===== src/rtl/calc_sched_pkg.sv =====
// calc_sched_pkg: opcodes, error codes and FSM encoding shared by the
// calculator operator-unit scheduler.
package calc_sched_pkg;

    localparam logic [1:0] OP_SQRT = 2'd0;
    localparam logic [1:0] OP_POW  = 2'd1;
    localparam logic [1:0] OP_FACT = 2'd2;
    localparam logic [1:0] OP_DIV  = 2'd3;

    localparam logic [1:0] ERR_OK      = 2'd0;
    localparam logic [1:0] ERR_UNIT    = 2'd1;
    localparam logic [1:0] ERR_TIMEOUT = 2'd2;

    typedef enum logic [1:0] {
        ST_IDLE  = 2'd0,
        ST_ISSUE = 2'd1,
        ST_WAIT  = 2'd2,
        ST_DONE  = 2'd3
    } sched_state_t;

    function automatic logic [3:0] op_onehot(input logic [1:0] op);
        logic [3:0] oh;
        oh = 4'b0000;
        case (op)
            OP_SQRT: oh = 4'b0001;
            OP_POW:  oh = 4'b0010;
            OP_FACT: oh = 4'b0100;
            OP_DIV:  oh = 4'b1000;
            default: oh = 4'b0000;
        endcase
        return oh;
    endfunction

endpackage


===== src/rtl/rr_arb2.sv =====
// rr_arb2: two-requester round-robin arbiter; on contention the requester
// that was not served last wins.
module rr_arb2 (
    input  logic en,
    input  logic req0,
    input  logic req1,
    input  logic last,
    output logic gnt0,
    output logic gnt1
);

    assign gnt0 = en && req0 && (!req1 || last);
    assign gnt1 = en && req1 && (!req0 || !last);

endmodule


===== src/rtl/calc_unit_scheduler.sv =====
// calc_unit_scheduler: round-robin sequencer for the sqrt/power/factorial/divide
// units. Define CALC_SCHED_TIMEOUT_EN to build the WAIT-state watchdog.
//
// state | meaning
// IDLE  | arbitrate; capture winner's owner, opcode and operands on grant
// ISSUE | one-cycle start pulse to the selected unit, watchdog reload
// WAIT  | wait for the selected unit's done (or watchdog expiry)
// DONE  | done pulse to the owner, last-served pointer update
module calc_unit_scheduler #(
    parameter int DW      = 28,
    parameter int TIMEOUT = 4096
) (
    input  logic            clk,
    input  logic            rst,
    input  logic            req0,
    input  logic            req1,
    input  logic [1:0]      op0,
    input  logic [1:0]      op1,
    input  logic [DW-1:0]   a0,
    input  logic [DW-1:0]   b0,
    input  logic [DW-1:0]   a1,
    input  logic [DW-1:0]   b1,
    output logic            gnt0,
    output logic            gnt1,
    input  logic            abort,
    output logic [3:0]      unit_start,
    output logic [DW-1:0]   unit_n1,
    output logic [DW-1:0]   unit_n2,
    input  logic [3:0]      unit_done,
    input  logic [3:0]      unit_err,
    input  logic [4*DW-1:0] unit_res,
    output logic            done0,
    output logic            done1,
    output logic [DW-1:0]   result,
    output logic [1:0]      err_code,
    output logic            busy
);
    import calc_sched_pkg::*;

    sched_state_t state, state_nxt;
    logic         owner_q;
    logic         last_q;
    logic [1:0]   op_q;
    logic         arb_en;
    logic         grant;
    logic         unit_hit;
    logic         wd_expired;

    assign arb_en = (state == ST_IDLE) && !abort;

    rr_arb2 u_arb (
        .en   (arb_en),
        .req0 (req0),
        .req1 (req1),
        .last (last_q),
        .gnt0 (gnt0),
        .gnt1 (gnt1)
    );

    assign grant    = gnt0 || gnt1;
    assign unit_hit = (state == ST_WAIT) && unit_done[op_q];
    assign busy     = (state != ST_IDLE);

`ifdef CALC_SCHED_TIMEOUT_EN
    localparam int WD_W = $clog2(TIMEOUT + 1);

    // Down-counter reloaded in ISSUE; holds at zero so it can never wrap.
    logic [WD_W-1:0] wd_cnt;

    always_ff @(posedge clk or negedge rst) begin
        if (!rst) begin
            wd_cnt <= '0;
        end else if (state == ST_ISSUE) begin
            wd_cnt <= WD_W'(TIMEOUT);
        end else if ((state == ST_WAIT) && (wd_cnt != '0)) begin
            wd_cnt <= wd_cnt - 1'b1;
        end
    end

    assign wd_expired = (state == ST_WAIT) && (wd_cnt == '0);
`else
    // Without the watchdog TIMEOUT has no effect.
    localparam int TIMEOUT_UNUSED = TIMEOUT;
    assign wd_expired = 1'b0;
`endif

    always_ff @(posedge clk or negedge rst) begin
        if (!rst) begin
            state <= ST_IDLE;
        end else begin
            state <= state_nxt;
        end
    end

    always_comb begin
        state_nxt  = state;
        unit_start = 4'b0000;
        done0      = 1'b0;
        done1      = 1'b0;
        case (state)
            ST_IDLE: begin
                if (grant) state_nxt = ST_ISSUE;
            end
            ST_ISSUE: begin
                unit_start = op_onehot(op_q);
                state_nxt  = abort ? ST_IDLE : ST_WAIT;
            end
            ST_WAIT: begin
                if (abort)                       state_nxt = ST_IDLE;
                else if (unit_hit || wd_expired) state_nxt = ST_DONE;
            end
            ST_DONE: begin
                state_nxt = ST_IDLE;
                done0     = !abort && !owner_q;
                done1     = !abort &&  owner_q;
            end
            default: state_nxt = ST_IDLE;
        endcase
    end

    always_ff @(posedge clk or negedge rst) begin
        if (!rst) begin
            owner_q  <= 1'b0;
            last_q   <= 1'b1;
            op_q     <= OP_SQRT;
            unit_n1  <= '0;
            unit_n2  <= '0;
            result   <= '0;
            err_code <= ERR_OK;
        end else begin
            if (grant) begin
                owner_q <= gnt1;
                op_q    <= gnt1 ? op1 : op0;
                unit_n1 <= gnt1 ? a1 : a0;
                unit_n2 <= gnt1 ? b1 : b0;
            end
            // abort outranks both a unit completion and a watchdog expiry
            if (!abort && unit_hit) begin
                result   <= unit_res[op_q*DW +: DW];
                err_code <= unit_err[op_q] ? ERR_UNIT : ERR_OK;
            end else if (!abort && wd_expired) begin
                err_code <= ERR_TIMEOUT;
            end
            if ((state == ST_DONE) && !abort) begin
                last_q <= owner_q;
            end
        end
    end

endmodule


===== config.mk =====
export PLATFORM = sky130hd
export DESIGN_NAME = calc_unit_scheduler
export DESIGN_NICKNAME = d
export VERILOG_FILES = /design/src/rtl/calc_sched_pkg.sv /design/src/rtl/rr_arb2.sv /design/src/rtl/calc_unit_scheduler.sv
export SDC_FILE = /design/constraint.sdc
export NUM_CORES = 1
export LEC_CHECK = 0
export ABC_AREA = 1
export BUFFER_PORTS_ARGS = -buffer_cell sky130_fd_sc_hd__buf_2
export CAP_MARGIN = 30
export CORE_AREA = 2 2 132 134
export DETAILED_ROUTE_END_ITERATION = 6
export DIE_AREA = 0 0 134 136
export PLACE_DENSITY = 0.69
export SLEW_MARGIN = 25
export SYNTH_ARGS = -nofsm -noshare
export SYNTH_HDL_FRONTEND = slang
export SYNTH_SLANG_ARGS = --single-unit

===== constraint.sdc =====
create_clock -name clk -period 1.63 [get_ports clk]
set_input_delay 0.0815 -clock clk [delete_from_list [all_inputs] [get_ports clk]]
set_output_delay 0.0815 -clock clk [all_outputs]
set_load 0.05 [all_outputs]

==> impl_metrics.sql <==
INSERT INTO impl_metrics (metric_group, metric, value, unit) VALUES
('setup_path', 'r2r_cells', '7', ''),
('route', 'number_of_vias_after_detailed_routing', '6692', ''),
('setup_path', 'reg2reg_slack', '0.10', 'ns'),
('timing', 'final-setup-viol-count', '0', ''),
('die', 'placement_rows', '48', ''),
('clock_tree', 'number_of_buffers_between_clock_root_and_the_deepest_sink', '2', ''),
('timing', 'slew-limit-headroom', '66.2', '%'),
('die', 'chipHeight', '136', 'um'),
('route', 'postRouteWirelength', '20000', 'um'),
('timing', 'fmax', '639', 'MHz'),
('clock_tree', 'root_buffer', 'clkbuf_16', ''),
('grt', 'grt_max_degree', '92', ''),
('placement', 'hpwl', '14400', 'um'),
('route', 'wire_length_per_cell_after_detailed_routing', '13.8', 'um'),
('layout', 'num-fill-cells', '1734', ''),
('route', 'drc', '0', ''),
('route', 'detail-route-antenna-nets', '0', ''),
('setup_path', 'critical_path_cell_count', '7', ''),
('synth', 'syn_nets', '1144', ''),
('pwr', 'cellPowerDensity', '1960', 'mW/mm^2'),
('die', 'dieArea', '0.0182', 'mm^2'),
('clock_tree', 'cts_made_buffers', '9', ''),
('die', 'design.core.area', '0.0169', 'mm^2'),
('timing', 'shortest_period_the_worst_path_allows', '1.56', 'ns'),
('setup_path', 'cp-endpoint', 'gnt0', ''),
('setup_path', 'worstPathMaxFanout', '5', ''),
('flow_run', 'count_of_maximum_capacitance_violations', '0', ''),
('layout', 'syn2layout_area_growth', '43.0', '%'),
('layout', 'drive_gt1_share', '32.8', '%'),
('setup_path', 'reg2reg_to', 'unit_n1[1]$_DFFE_PN0P_', ''),
('run_status', 'run_status', 'complete, no violations', ''),
('setup_path', 'worstSetupStartpointType', 'flip-flop', ''),
('synth', 'seq_area_frac_synth', '39.0', '%'),
('route', 'post_drt_via_cell_ratio', '4.62', ''),
('grt', 'grt.total_usage', '21.4', '%'),
('grt', 'number_of_antenna_violations_at_the_first_check_in_global_routing', '1', ''),
('setup_path', 'critical-path-slowest-cell', 'dfrtp_1', ''),
('route', 'detail_route.first_pass.iterations', '4', ''),
('layout', 'number_of_cells_in_the_finished_layout_apart_from_fillers', '1449', ''),
('setup_path', 'crit_chain', 'nor2_4 -> nand2_4 -> inv_4 -> nand3_4 -> buf_12 -> inv_4 -> buf_8', ''),
('setup_path', 'cp_num_buf_inv', '4', ''),
('synth', 'synth_flop_cell', 'dfrtp_1', ''),
('setup_path', 'max_stage_delay', '0.42', 'ns'),
('setup_path', 'start_point_of_the_critical_path', 'state[1]$_DFFE_PN0P_', ''),
('synth', 'async_set_reset_flop_share_out_of_synthesis', '100', '%'),
('timing', 'worst_slew_pin_slew', '0.506', 'ns'),
('timing', 'final_setup_skew', '0.00812', 'ns'),
('die', 'initial_utilization', '34.7', '%'),
('synth', 'synth-edff-count', '0', ''),
('setup_path', 'crit_family', 'flip-flops', ''),
('placement', 'placed_cells', '1422', ''),
('clock_tree', 'cts_num_sinks', '91', ''),
('placement', 'globalplace.congestion', '0.776', ''),
('clock_tree', 'clk_transition_reported_paths', '0.07', 'ns'),
('synth', 'avgSynthCellArea', '6.48', 'um^2'),
('route', 'drtIter0Drc', '228', ''),
('synth', 'ys_seq_elements', '91', ''),
('grt', 'wire_length_of_the_first_global_routing_pass', '31200', 'um'),
('timing', 'final_critical_path_setup_slack', '0.0653', 'ns'),
('hold_path', 'hold_class', 'primary input to flip-flop', ''),
('grt', 'grt_pass1_vias', '6327', ''),
('synth', 'mappedNetlistArea', '0.00585', 'mm^2'),
('setup_path', 'critical_path.reg2reg.startpoint', 'last_q$_DFFE_PN1P_', ''),
('grt', 'grt_remaining_overflow', '0', ''),
('timing', 'period_share', '96.0', '%'),
('timing', 'final_hold_viol_count', '0', ''),
('setup_path', 'timing.critical_path.required', '1.55', 'ns'),
('clock_tree', 'clock_insertion_delay_worst_skew', '0.34', 'ns'),
('synth', 'synthesis.instances', '903', ''),
('setup_path', 'critPathArrivalTime', '1.48', 'ns'),
('placement', 'buffer_ports.inserted', '334', '');
## layer usage
layer | vias to the layer above | wire, um | track usage [%]
met2 | 255 | 9700 | 37.8
met1 | 2967 | 8480 | 25.7
li1 | 3439 | - | -
met4 | 2 | 392 | 7.21
met3 | 29 | 1390 | 4.77
met5 | - | 8 | 0
## cells in the mapped netlist (2+ instances only)
library cell / instances / area share, %
nor2_1: 4 / 0.26
clkbuf_1: 26 / 1.7
inv_1: 66 / 4.2
buf_2: 25 / 2.1
buf_1: 4 / 0.26
o21bai_1: 58 / 7.4
a21oi_1: 2 / 0.17
nand3_1: 146 / 12
inv_2: 2 / 0.13
dfrtp_1: 90 / 39
nand2_2: 2 / 0.21
nor3_1: 5 / 0.43
nand2_1: 453 / 29
buf_4: 10 / 1.3
## area by class of cell
| class | instances | area [um^2] | share of cell area, % |
|---|---|---|---|
| flip-flops and latches | 91 | 2280 | 27.3 |
| well taps | 225 | 282 | 3.37 |
| inverters | 69 | 267 | 3.19 |
| clock buffers | 13 | 250 | 2.99 |
| clock inverters | 3 | 46.3 | 0.554 |
| repair buffers | 371 | 2200 | 26.4 |
| multi-input cells | 677 | 3030 | 36.3 |
## worst min-delay path by stage
| stage | slack, ns | cells after the start | to | start |
|---|---|---|---|---|
| 2_1_floorplan | -0.21 | 0 | err_code[0]$_DFFE_PN0P_ | rst |
| 3_3_place_gp | 0.17 | 2 | result[2]$_DFFE_PN0P_ | rst |
| 3_5_place_dp | 0.17 | 2 | result[2]$_DFFE_PN0P_ | rst |
| 4_1_cts | 0.02 | 5 | unit_n1[7]$_DFFE_PN0P_ | a1[7] |
| 5_1_grt | 0.05 | 5 | unit_n1[22]$_DFFE_PN0P_ | a1[22] |
| 6_report | 0.04 | 5 | unit_n1[7]$_DFFE_PN0P_ | a1[7] |
## cell families after synthesis
| group | synth area share (%) |
|---|---|
| AO/OA/AOI/OAI | 7.85 |
| buffers and inverters | 10.0 |
| flip-flops | 39.0 |
| other | 0.0641 |
| AND/OR/NAND/NOR | 43.1 |
## what timing repair did
item | CTS | global route
pin swaps | 1 | 2
endpoints found under the setup margin | 5 | 6
endpoints found under the hold margin | 91 | 0
hold buffers | 2 | 0
resized for setup | 6 | 19
gates cloned | 2 | 0
setup buffers | 3 | 4
## worst reg2reg max path, delay by kind of cell (launching register included)
kind | cells | cell delay (ns)
AOI/OAI and AO/OA | 1 | 0.21
buffers and inverters | 2 | 0.29
and+or+nand+nor | 4 | 0.45
DFF | 1 | 0.53
## through the flow
stage | setup TNS, ns | instance area (um^2) | total power [W] | utilization (%) | hold slack [ns]
floorplan | -0.542 | 5860 | 0.0112 | - | -0.214
global placement | 0 | 7860 | 0.0140 | 46.6 | 0.169
detailed placement | 0 | 7860 | 0.0141 | 46.6 | 0.171
CTS | -0.0449 | 8290 | 0.0164 | 49.1 | 0.0226
global route | -0.0726 | 8360 | 0.0175 | 49.6 | 0.0527
finish | 0 | 8360 | 0.0164 | 49.6 | 0.0392
## layout by cell type, fill, tap and decap left out, types with 2 or more instances in the layout
| cell type | count |
|---|---|
| nand2_1 | 453 |
| buf_2 | 325 |
| nand3_1 | 146 |
| dfrtp_1 | 88 |
| inv_1 | 64 |
| o21bai_1 | 58 |
| buf_4 | 24 |
| buf_12 | 13 |
| clkbuf_16 | 9 |
| nor3_2 | 3 |
| inv_4 | 3 |
| nor2_1 | 3 |
| clkbuf_1 | 3 |
| nor2_4 | 2 |
| inv_2 | 2 |
| nor3_1 | 2 |
| a21oi_1 | 2 |
| bufbuf_16 | 2 |
| dlygate4sd3_1 | 2 |
| dfrtp_2 | 2 |
| buf_6 | 2 |
| clkbuf_4 | 2 |
## state kept, by name, summed over array words and instances (netlist names)
name,count
op_q,2
last_q,1
owner_q,1
err_code,1
state,2
result,28
unit_n2,28
unit_n1,28
## power breakdown
part           switching [W]  internal [W]
combinational        0.00747       0.00278
sequential          0.000644       0.00335
clock               0.000887       0.00124
No activity file was read; power rests on OpenSTA's default activity.
